--- config.mk ---
export PLATFORM = sky130hd
export DESIGN_NAME = prog_loader
export DESIGN_NICKNAME = d
export VERILOG_FILES = /design/src/rtl/prog_loader.sv
export SDC_FILE = /design/constraint.sdc
export NUM_CORES = 1
export LEC_CHECK = 0
export CORE_MARGIN = 5
export CORE_UTILIZATION = 42
export DETAILED_ROUTE_END_ITERATION = 7
export PLACE_DENSITY = 0.68
export SETUP_SLACK_MARGIN = 0.4
export SLEW_MARGIN = 20
export SYNTH_ARGS = -nofsm -noshare
export SYNTH_HDL_FRONTEND = slang
export SYNTH_SLANG_ARGS = --single-unit
--- constraint.sdc ---
create_clock -name clk_i -period 2.9 [get_ports clk_i]
set_input_delay 0.435 -clock clk_i [delete_from_list [all_inputs] [get_ports clk_i]]
set_output_delay 0.435 -clock clk_i [all_outputs]
set_load 0.005 [all_outputs]
--- src/rtl/prog_loader.sv ---
// Loads a framed byte stream (A5, N, N payload bytes, checksum) into instruction memory and holds the CPU in reset until a frame checks good.
// Every output is registered. One byte can be accepted per cycle, and ready stays high whenever reset is not asserted.
module prog_loader #(
   parameter int DEPTH   = 32,
   parameter int ADDR_W  = 5,
   parameter int TIMEOUT = 1000
) (
   input  logic              clk_i,
   input  logic              rst_i,
   input  logic [7:0]        rx_data_i,
   input  logic              rx_valid_i,
   output logic              rx_ready_o,
   output logic              mem_we_o,
   output logic [ADDR_W-1:0] mem_addr_o,
   output logic [7:0]        mem_data_o,
   output logic              cpu_rst_o,
   output logic              busy_o,
   output logic              done_o,
   output logic              err_o
);

   typedef enum logic [1:0] {S_IDLE, S_LEN, S_DATA, S_CSUM} state_t;

   localparam logic [8:0]  LP_DEPTH = 9'(DEPTH);
   localparam logic [15:0] LP_TO_M1 = 16'(TIMEOUT - 1);

   state_t            r_state;
   logic              r_rdy;
   logic              r_we;
   logic [ADDR_W-1:0] r_addr;
   logic [7:0]        r_data;
   logic              r_cpu_rst;
   logic              r_busy;
   logic              r_done;
   logic              r_err;
   logic [ADDR_W:0]   r_len;
   logic [ADDR_W:0]   r_idx;
   logic [7:0]        r_sum;
   logic [15:0]       r_cnt;

   logic              w_acc;
   logic [ADDR_W:0]   w_idx_nxt;
   logic [7:0]        w_csum;
   logic              w_len_bad;

   assign w_acc     = rx_valid_i & r_rdy;
   assign w_idx_nxt = r_idx + {{ADDR_W{1'b0}}, 1'b1};
   assign w_csum    = r_sum + rx_data_i;
   assign w_len_bad = (rx_data_i == 8'h00) || ({1'b0, rx_data_i} > LP_DEPTH);

   always_ff @(posedge clk_i or posedge rst_i) begin
      if (rst_i) begin
         r_state   <= S_IDLE;
         r_rdy     <= 1'b0;
         r_we      <= 1'b0;
         r_addr    <= '0;
         r_data    <= '0;
         r_cpu_rst <= 1'b1;
         r_busy    <= 1'b0;
         r_done    <= 1'b0;
         r_err     <= 1'b0;
         r_len     <= '0;
         r_idx     <= '0;
         r_sum     <= '0;
         r_cnt     <= '0;
      end else begin
         r_rdy  <= 1'b1;
         r_we   <= 1'b0;
         r_done <= 1'b0;
         if (r_state == S_IDLE) begin
            if (w_acc && rx_data_i == 8'hA5) begin
               r_state   <= S_LEN;
               r_err     <= 1'b0;
               r_cpu_rst <= 1'b1;
               r_busy    <= 1'b1;
               r_idx     <= '0;
               r_sum     <= '0;
               r_cnt     <= '0;
            end
         end else if (w_acc) begin
            // An accepted byte always beats the timeout, even on the cycle it would fire.
            r_cnt <= '0;
            case (r_state)
               S_LEN: begin
                  if (w_len_bad) begin
                     r_err   <= 1'b1;
                     r_busy  <= 1'b0;
                     r_state <= S_IDLE;
                  end else begin
                     r_len   <= rx_data_i[ADDR_W:0];
                     r_state <= S_DATA;
                  end
               end
               S_DATA: begin
                  r_we   <= 1'b1;
                  r_addr <= r_idx[ADDR_W-1:0];
                  r_data <= rx_data_i;
                  r_sum  <= w_csum;
                  r_idx  <= w_idx_nxt;
                  if (w_idx_nxt == r_len) r_state <= S_CSUM;
               end
               S_CSUM: begin
                  if (w_csum == 8'h00) begin
                     r_done    <= 1'b1;
                     r_cpu_rst <= 1'b0;
                  end else begin
                     r_err <= 1'b1;
                  end
                  r_busy  <= 1'b0;
                  r_state <= S_IDLE;
               end
               default: ;
            endcase
         end else if (r_cnt == LP_TO_M1) begin
            r_err   <= 1'b1;
            r_busy  <= 1'b0;
            r_cnt   <= '0;
            r_state <= S_IDLE;
         end else begin
            r_cnt <= r_cnt + 16'd1;
         end
      end
   end

   assign rx_ready_o = r_rdy;
   assign mem_we_o   = r_we;
   assign mem_addr_o = r_addr;
   assign mem_data_o = r_data;
   assign cpu_rst_o  = r_cpu_rst;
   assign busy_o     = r_busy;
   assign done_o     = r_done;
   assign err_o      = r_err;

endmodule

==> results.md <==
* I/O Buffers at 29
* Post-DP HPWL at 4910 µm
* Period utilisation layout at 0.843
* Worst Path Required at 3.13 ns
* 1st-pass router iterations at 4
* Vias per cell at 5.24
* Tot GR Track Use at 0.173
* Yosys cell types at 47
* GP Congestion at 0.824
* Clk pin slew, worst setup/hold paths at 0.08 ns
* Crit path buf inv count at 1
* Syn_area_per_cell at 9.43 µm²
* DR iter-0 viols at 137
* Num CTS Buffers at 9
* Post-Syn Area at 3050 µm²
* Slowest Stage Delay on Critical Path at 0.49 ns
* CTS Sinks at 57
* Internal power at 1700 µW
* Sequential share of the synthesized area at 0.469
* Die Wd at 95.2 µm
* Antenna fix cells at 0
* Max_cap viols at 0
* Max-slew violation count at 0
* GR Util met1 at 0.251
* DP Worst Slack at 0.00144 ns
* First-pass GRT wire length at 12200 µm
* Ys async rst share at 1.00
* Die Ht at 95.2 µm
* Share of cells above drive strength 1 at 0.147
* VDD IR max at 307 µV
* Psw at 878 µW
* Largest area contributor in the netlist: dfrtp_1
* Ranking of synthesized cells by area: dfrtp_1 (46%), nand2_1 (8.5%), ha_1 (6.2%)
* Final cell count without fillers at 474
* Final setup fails at 0
* Hold Crit Class: in2async
* GRT overflow at 0
* Reg power frac at 0.399
* Peak Freq at 0.409 GHz
* H-tree levels at 3
* PnR worst setup slack at 0.456 ns
* Pwr per Cell Area at 676 nW/µm²
* Total number of vias at 2483
* Yosys warning count at 0
* Pin count of the biggest net entering global routing at 42
* Mapped Cells at 323
* Initial antenna violation count at 0
* Clk_lat worst skew at 0.34 ns
* Static Leak at 0.00175 µW
* Grt met3 use at 0.0300
* CORE AREA at 7180 µm²
* Vias in the first global route at 2521
* Cell Chain, Critical Path: clkdlybuf4s50_1 -> ha_1 -> a211oi_4 -> o31ai_4 -> o21a_1 -> a21o_1 -> a211o_1 -> o221a_2
* Crit-path max FO at 4
* Fin Clk Skew at 0.0101 ns
* #FFs+latches synth at 57
* Ports at 30
* CTS root buffer: clkbuf_8
* Switch share at 0.340
* DRT Wirelength at 6920 µm
* Setup TNS at 0 ns
* Critical-path top delay cell: clkdlybuf4s50_1
* Cells after DPL at 457
* Post-synth EDFFs at 0
* Avg WL per Cell at 14.6 µm
* DRC Markers at 0
* RSZ-0062 raised after global routing: true
* Top Family by Delay on Critical Path: compound AO/OA/AOI/OAI gates
* Most common cell after layout, fill and taps aside: nand2_1
* Top-area cell type share of the netlist area at 0.460
* CP Launch Type: input port
* Crit path kind: in2reg
* Synthesized net count at 350
* Final hold vios at 0
* Outcome: finished, final reports clean
* Minimum clock period at 2.44 ns
* Row count at 31
* Final net count at 397
* Met2 Resource Use GR at 0.251
* Initial core utilization at 0.425
* Most Crowded Layer GR: met2
* Post-DRT Antenna Nets at 0
* CTS tree: yes
* Top_reg_cell synth: dfrtp_1
* Synth-to-layout area growth at 25.1%
* Crit. End Element: register
* Most frequent cells in the layout: nand2_1 (69), dfrtp_1 (56), clkdlybuf4s50_1 (29)
* Clock share of power at 0.286
* Max Buffers Root-to-Sink at 2
* Comb pwr share at 0.315
* DIE AREA at 9060 µm²
* WP data arrival at 2.67 ns
power groups by stage:
stage	Clock (µW)	Sequential [µW]	Combinational, µW
floorplan	0	1020	541
global placement	0	1040	738
detailed placement	0	1040	754
CTS	755	1030	774
global route	792	1050	912
finish	738	1030	812
stage by stage:
step / cell area, µm² / util / power [µW] / hold WS, ns
6_report: 3810 / 0.531 / 2580 / 0.388
2_1_floorplan: 3050 / - / 1560 / 0.468
3_5_place_dp: 3550 / 0.495 / 1800 / 0.462
4_1_cts: 3760 / 0.524 / 2560 / 0.388
5_1_grt: 3810 / 0.531 / 2750 / 0.427
3_3_place_gp: 3550 / 0.495 / 1780 / 0.456
registers in the layout (all words and copies together), names as in the netlist, 2 cells and up:
| name | count |
|---|---|
| mem_addr_o | 5 |
| mem_data_o | 8 |
| r_cnt | 16 |
| r_idx | 6 |
| r_len | 6 |
| r_state | 2 |
| r_sum | 8 |
layout make-up:
type / count / area [µm²]
timing repair buffer: 45 / 423
fill: 640 / 3360
tap: 99 / 124
clock buffer: 9 / 124
sequential: 57 / 1430
multi-input combinational: 250 / 1620
clock inverter: 7 / 71.3
inverter: 7 / 26.3
worst paths after layout:
| path | to | cells past startpoint | from | slack, ns |
|---|---|---|---|---|
| worst max-delay path | err_o | 8 | rx_data_i[1] | 0.46 |
| worst min-delay path | r_idx[0] | 2 | rst_i | 0.39 |
| worst max register to register | err_o | 7 | r_sum[1] | 0.65 |
| worst min register to register | mem_data_o[5] | 2 | mem_data_o[5] | 0.47 |
| max in group asynchronous | cpu_rst_o | 3 | rst_i | 1.90 |
| min in group clk_i | mem_data_o[5] | 2 | mem_data_o[5] | 0.47 |
timing repair:
| item | in CTS | in global routing |
|---|---|---|
| gates cloned | 0 | 0 |
| gates resized for setup | 3 | 9 |
| setup endpoints to repair | 1 | 12 |
| hold buffers | 0 | 0 |
| buffers inserted | 0 | 1 |
| hold endpoints to repair | 0 | 0 |
| pin swaps | 0 | 3 |
cells by family after synthesis:
| group | synth area share |
|---|---|
| other cells | 0.00123 |
| buf+inv | 0.0201 |
| flops | 0.469 |
| compound gates | 0.119 |
| simple gates | 0.225 |
| xor+xnor | 0.0719 |
| mux | 0.0255 |
| fa+ha+maj | 0.0682 |
routing by layer:
metal / share of wire / vias up
li1: - / 1224
met1: 0.51 / 1203
met2: 0.45 / 46
met3: 0.032 / 10
met4: 0.014 / 0
met5: 0 / -
cells in the mapped netlist, types with 2 or more instances:
cell type	count
a211oi_1	2
a21o_1	3
a21oi_1	7
and3_1	7
and4_1	3
clkbuf_1	8
dfrtp_1	56
ha_1	15
inv_1	7
mux2_2	6
nand2_1	69
nand2b_1	3
nand3_1	23
nand4_1	6
nor2_1	21
nor3_1	3
nor4_1	4
o21ai_0	24
o31a_1	2
o31ai_1	4
xnor2_1	13
xor2_1	12
worst register-to-register path: stages (launching register included):
cell and delay, ns:
dfrtp_1 0.42, ha_1 0.33, a211oi_4 0.32, o31ai_4 0.13
o21a_1 0.24, a21o_1 0.19, a211o_1 0.28, o221a_2 0.23
(Power assumes the default switching activity.)
